<file path="config.mk">
export PLATFORM = sky130hd
export DESIGN_NAME = to8bit_ser_flat
export DESIGN_NICKNAME = d
export VERILOG_FILES = /design/src/rtl/to8bit_ser_if.sv /design/src/rtl/to8bit_ser.sv /design/src/flat_wrapper.sv
export SDC_FILE = /design/constraint.sdc
export NUM_CORES = 1
export LEC_CHECK = 0
export BUFFER_PORTS_ARGS = -buffer_cell sky130_fd_sc_hd__clkbuf_2
export CAP_MARGIN = 30
export CORE_MARGIN = 2
export CORE_UTILIZATION = 30
export DETAILED_ROUTE_END_ITERATION = 8
export HOLD_SLACK_MARGIN = 0.08
export PLACE_DENSITY = 0.52
export RECOVER_POWER = 100
export SLEW_MARGIN = 20
export SYNTH_ARGS = -nofsm -noshare
export SYNTH_HDL_FRONTEND = slang
export SYNTH_SLANG_ARGS = --single-unit
export TNS_END_PERCENT = 10
</file>
<file path="constraint.sdc">
create_clock -name clk -period 2.1 [get_ports clk]
set_input_delay 0.105 -clock clk [delete_from_list [all_inputs] [get_ports clk]]
set_output_delay 0.105 -clock clk [all_outputs]
set_load 0.01 [all_outputs]
</file>
<file path="src/rtl/to8bit_ser_if.sv">
// ============================================================================
//  Module      : to8bit_ser_if
//  Description : Word-intake and byte-output handshake bundle for to8bit_ser.
//  Revision    : 1.0 - initial release
// ============================================================================
`default_nettype none

interface to8bit_ser_if;
    logic [1:0]  dataS;
    logic [31:0] dataIn;
    logic        inValid;
    logic        inReady;
    logic [7:0]  dataOut;
    logic        outValid;
    logic        outReady;
    logic [1:0]  contador;
    logic [1:0]  dataSInternal;

    // Serializer side
    modport slave (
        input  dataS, dataIn, inValid, outReady,
        output inReady, dataOut, outValid, contador, dataSInternal
    );

    // Producer / link side
    modport master (
        output dataS, dataIn, inValid, outReady,
        input  inReady, dataOut, outValid, contador, dataSInternal
    );
endinterface

`default_nettype wire

</file>
<file path="src/rtl/to8bit_ser.sv">
// ============================================================================
//  Module      : to8bit_ser
//  Description : Splits an 8/16/32-bit word into bytes, one per accepted cycle.
//                Define TO8BIT_LSB_FIRST_EN to send least significant byte first.
//  Revision    : 1.0 - initial release
// ============================================================================
`default_nettype none

module to8bit_ser #(
    parameter logic [7:0] IDLE_BYTE = 8'h00
) (
    input  wire logic     clk,
    input  wire logic     rst,
    input  wire logic     enb,
    to8bit_ser_if.slave   bus
);

    typedef enum logic [0:0] {
        ST_IDLE = 1'b0,
        ST_SEND = 1'b1
    } state_t;

    state_t      state_q, state_d;
    logic [31:0] shift_q, shift_d;
    logic [1:0]  cnt_q, cnt_d;
    logic [1:0]  dsi_q, dsi_d;

    logic [1:0]  w_ds_norm;
    logic [1:0]  w_last_idx;
    logic        w_last;
    logic        w_in_ready;
    logic        w_load;
    logic        w_accept;
    logic [31:0] w_load_word;
    logic [31:0] w_shifted;
    logic [7:0]  w_byte;

    assign w_ds_norm = (bus.dataS == 2'b11) ? 2'b00 : bus.dataS;

    always_comb begin
        w_last_idx = 2'd0;
        case (dsi_q)
            2'b01:   w_last_idx = 2'd1;
            2'b10:   w_last_idx = 2'd3;
            default: w_last_idx = 2'd0;
        endcase
    end

    assign w_last     = (cnt_q == w_last_idx);
    assign w_in_ready = enb & ((state_q == ST_IDLE) | (bus.outReady & w_last));
    assign w_load     = enb & bus.inValid & w_in_ready;
    assign w_accept   = enb & (state_q == ST_SEND) & bus.outReady;

`ifdef TO8BIT_LSB_FIRST_EN
    always_comb begin
        w_load_word = bus.dataIn;
        case (w_ds_norm)
            2'b00:   w_load_word = {24'h0, bus.dataIn[7:0]};
            2'b01:   w_load_word = {16'h0, bus.dataIn[15:0]};
            default: w_load_word = bus.dataIn;
        endcase
    end
    assign w_shifted = {8'h00, shift_q[31:8]};
    assign w_byte    = shift_q[7:0];
`else
    // Left-align so the first byte to go out always sits in [31:24]
    always_comb begin
        w_load_word = bus.dataIn;
        case (w_ds_norm)
            2'b00:   w_load_word = {bus.dataIn[7:0], 24'h0};
            2'b01:   w_load_word = {bus.dataIn[15:0], 16'h0};
            default: w_load_word = bus.dataIn;
        endcase
    end
    assign w_shifted = {shift_q[23:0], 8'h00};
    assign w_byte    = shift_q[31:24];
`endif

    // A load on the last byte takes precedence so words stream without a bubble
    always_comb begin
        state_d = state_q;
        shift_d = shift_q;
        cnt_d   = cnt_q;
        dsi_d   = dsi_q;
        if (w_load) begin
            state_d = ST_SEND;
            shift_d = w_load_word;
            cnt_d   = 2'd0;
            dsi_d   = w_ds_norm;
        end else if (w_accept) begin
            if (w_last) begin
                state_d = ST_IDLE;
                cnt_d   = 2'd0;
            end else begin
                shift_d = w_shifted;
                cnt_d   = cnt_q + 2'd1;
            end
        end
    end

    always_ff @(posedge clk) begin
        if (!rst) begin
            state_q <= ST_IDLE;
            shift_q <= 32'h0;
            cnt_q   <= 2'd0;
            dsi_q   <= 2'b00;
        end else begin
            state_q <= state_d;
            shift_q <= shift_d;
            cnt_q   <= cnt_d;
            dsi_q   <= dsi_d;
        end
    end

    assign bus.inReady       = w_in_ready;
    assign bus.outValid      = (state_q == ST_SEND);
    assign bus.dataOut       = (state_q == ST_SEND) ? w_byte : IDLE_BYTE;
    assign bus.contador      = cnt_q;
    assign bus.dataSInternal = dsi_q;

endmodule

`default_nettype wire

</file>
<file path="src/flat_wrapper.sv">
// flat-port wrapper written by rule: the top's interface ports become plain ports
module to8bit_ser_flat 
#(
    parameter logic [7:0] IDLE_BYTE = 8'h00
)
  (clk, rst, enb, bus_dataS, bus_dataIn, bus_inValid, bus_outReady, bus_inReady, bus_dataOut, bus_outValid, bus_contador, bus_dataSInternal);
  to8bit_ser_if bus_i ();
  input  wire logic clk;
  input  wire logic rst;
  input  wire logic enb;
  input wire logic [$bits(bus_i.dataS)-1:0] bus_dataS;
  input wire logic [$bits(bus_i.dataIn)-1:0] bus_dataIn;
  input wire logic [$bits(bus_i.inValid)-1:0] bus_inValid;
  input wire logic [$bits(bus_i.outReady)-1:0] bus_outReady;
  output wire logic [$bits(bus_i.inReady)-1:0] bus_inReady;
  output wire logic [$bits(bus_i.dataOut)-1:0] bus_dataOut;
  output wire logic [$bits(bus_i.outValid)-1:0] bus_outValid;
  output wire logic [$bits(bus_i.contador)-1:0] bus_contador;
  output wire logic [$bits(bus_i.dataSInternal)-1:0] bus_dataSInternal;
  assign bus_i.dataS = bus_dataS;
  assign bus_i.dataIn = bus_dataIn;
  assign bus_i.inValid = bus_inValid;
  assign bus_i.outReady = bus_outReady;
  assign bus_inReady = bus_i.inReady;
  assign bus_dataOut = bus_i.dataOut;
  assign bus_outValid = bus_i.outValid;
  assign bus_contador = bus_i.contador;
  assign bus_dataSInternal = bus_i.dataSInternal;
  to8bit_ser #(.IDLE_BYTE(IDLE_BYTE)) u_core (.clk(clk), .rst(rst), .enb(enb), .bus(bus_i));
endmodule
</file>
==> qor.yml <==
grt_pass1_vias: 1570
die_y_um: 83.1
synthCells: 192
syn-cell-area_um2: 1880
ys_seq_area_frac: 0.395
area_growth_pct: 30.4
rsz0062_at_grt: "false"
p_leak_nw: 0.937
status: "finished clean"
grt_max_degree: 23
grt-ovfl-total: 0
post-dp-hpwl_mm: 3.91
antenna_found_initial: 0
finalSetupViolations: 0
power.density_nw_per_um2: 675
synth_top_area_cell: "dfxtp_1"
ir_drop_mv: 0.346
synth_seq_cells: 37
fmaxAchievable_mhz: 520
drt_iter0_markers: 103
setup_ws_ns: 0.175
setup_tns_ns: 0
slew_headroom: 0.732
finalCritPeriodShare: 0.917
synth_cell_type_count: 33
layout.nets: 301
drcViolationCount: 0
worst_pin_slew_ns: 0.399
rows: 28
num_io_pins: 53
finalMaxSlewViolations: 0
path_class: "register to register"
maxCapViolCount: 0
place_ws_ns: 0.142
cp_slowest_stage_delay_ns: 0.36
htreeDepth: 2
fill_cells: 617
path_max_fanout: 15
netlist.area_leader.share: 0.395
start_util: 0.313
wl_per_cell_um: 15.7
die_area_um2: 6900
worst_setup_path_end_kind: "register"
critPathRequiredTime_ns: 2.31
final_util: 0.409
drt_first_pass_iters: 4
root_buffer: "clkbuf_8"
cp_slowest_cell: "ha_1"
synth_warnings: 0
synthTopCellsByArea: "dfxtp_1, mux2i_1, o21ai_0, a221oi_1, a22o_1"
io_buffer_count: 52
vias: 1685
cts_max_path_buffers: 2
drive_above_1_share: 0.267
crit_buf_inv: 2
holdWs_ns: 0.0879
hold_path_class: "primary input to register"
clock_skew_ns: 0.00525
avgSynthCellArea_um2: 9.78
path_clk_slew_ns: 0.07
crit_chain: "inv_1, ha_1, xor2_4, a21oi_4, buf_4, mux2i_1, a211oi_1"
cts_setup_buffers: 0
grtUsageTotal: 0.151
arrival_ns: 2.13
diodes: 0
worstSetupStartpointType: "register"
fp.coreArea_um2: 5990
cts_buffers: 5
grt_pass1_wl_mm: 8.25
ant_nets: 0
tritoncts: "yes"
worstSkewPairLatency_ns: 0.30
gp_congestion: 0.796
hold_viol: 0
die_x_um: 83.1
vias_per_cell: 5.06
synth_nets: 235
path_delay_family: "compound AO/OA/AOI/OAI gates"
fin_crit_ns: 1.92
cts.sinks: 37
wirelength_mm: 5.23
==> layer usage <==
metal | global-route usage | wire length (µm)
met1 | 0.224 | 2700
met2 | 0.205 | 2180
met3 | 0.0378 | 254
met4 | 0.0641 | 95
met5 | 0 | 0
==> layout make-up <==
| cell class | count | area, µm² | area share |
|---|---|---|---|
| Multi-Input combinational cell | 135 | 1060 | 0.432 |
| Sequential cell | 37 | 741 | 0.303 |
| Timing Repair Buffer | 75 | 437 | 0.178 |
| Tap cell | 75 | 93.8 | 0.0383 |
| Clock buffer | 5 | 68.8 | 0.0281 |
| Clock inverter | 2 | 35.0 | 0.0143 |
| Inverter | 4 | 15.0 | 0.00613 |
==> layout by cell type, fill, tap and decap left out, types with 2 or more instances in the layout <==
cell / synthesis / layout
o21ai_0: 18 / 18
dlygate4sd3_1: 0 / 10
buf_4: 1 / 9
o2bb2ai_1: 8 / 8
and2_0: 0 / 5
dfxtp_1: 37 / 37
a22oi_1: 8 / 8
a22o_1: 8 / 8
clkbuf_8: 0 / 5
inv_1: 4 / 4
mux2i_1: 26 / 26
and2_1: 8 / 3
a211oi_1: 8 / 8
clkbuf_2: 0 / 47
ha_1: 4 / 4
clkbuf_1: 10 / 9
nand2_1: 11 / 11
a21oi_1: 11 / 11
nor2_1: 2 / 3
nand3_1: 2 / 2
a221oi_1: 8 / 8
==> sequential cells by signal, indices dropped and copies added, names as in the netlist <==
register                  flops
u_core.shift_q               32
u_core.bus.contador           2
u_core.bus.dataSInternal      2
u_core.bus.outValid           1
==> cell usage after synthesis <==
cell type / instances
a21oi_2: 1
a22oi_1: 8
a31oi_4: 1
buf_4: 1
buf_1: 1
and3_1: 1
o2bb2ai_1: 8
nor2_4: 1
nand2b_1: 1
clkbuf_1: 10
nand2_1: 11
xor2_2: 1
buf_6: 1
nand3b_1: 1
a221oi_1: 8
and3b_1: 1
nor2b_1: 1
a21boi_0: 1
inv_1: 4
a21oi_1: 11
a311oi_4: 1
mux2i_1: 26
a211oi_1: 8
a22o_1: 8
nor2_1: 2
nand3_1: 2
dfxtp_1: 37
ha_1: 4
a31o_2: 1
xnor2_2: 1
o21ai_0: 18
and2_1: 8
buf_2: 3
==> power breakdown <==
group	total (mW)	internal (mW)	switching, mW
registers	0.766	0.743	0.0235
clock network	0.601	0.345	0.256
logic	0.286	0.129	0.157
==> final timing paths <==
check	from	end	slack, ns	cells after the start
max reg2reg	u_core.bus.dataSInternal[0]$_SDFFE_PN0N_	u_core.shift_q[17]$_SDFFE_PN0P_	0.18	7
max	u_core.bus.dataSInternal[0]$_SDFFE_PN0N_	u_core.shift_q[17]$_SDFFE_PN0P_	0.18	7
min	bus_dataIn[4]	u_core.shift_q[4]$_SDFFE_PN0P_	0.09	2
min reg2reg	u_core.shift_q[3]$_SDFFE_PN0P_	u_core.shift_q[3]$_SDFFE_PN0P_	0.48	1
==> worst register-to-register path, stage by stage, from the launching register on <==
cell,delay [ns]
dfxtp_1,0.35
inv_1,0.05
ha_1,0.36
xor2_4,0.20
a21oi_4,0.23
buf_4,0.31
mux2i_1,0.12
a211oi_1,0.23
==> cells by family (layout without fill, tap and decap cells) <==
logic type / Yosys count / after routing / share of synthesized area
XOR/XNOR: 2 / 2 / 0.0173
adder cells (fa/ha/maj): 4 / 4 / 0.0267
flip-flops: 37 / 37 / 0.395
AO/OA/AOI/OAI: 74 / 74 / 0.292
AND/OR/NAND/NOR: 29 / 29 / 0.0827
multiplexers: 26 / 26 / 0.139
buffers and inverters: 20 / 86 / 0.0480
==> metrics by stage <==
stage,cell area [µm²],total power [mW],cells
after CTS,2450,1.67,332
after global routing,2450,1.74,333
final,2450,1.65,333
after global placement,2260,1.06,316
after floorplan,1880,0.935,192
after detailed placement,2260,1.06,316
==> timing repair <==
item                                   4_1_cts  5_1_grt
gates resized for setup                      0        1
setup endpoints to repair                    0        1
endpoints found under the hold margin        9        1
hold buffers                                 9        1
Power figures use the tool's default switching activity.
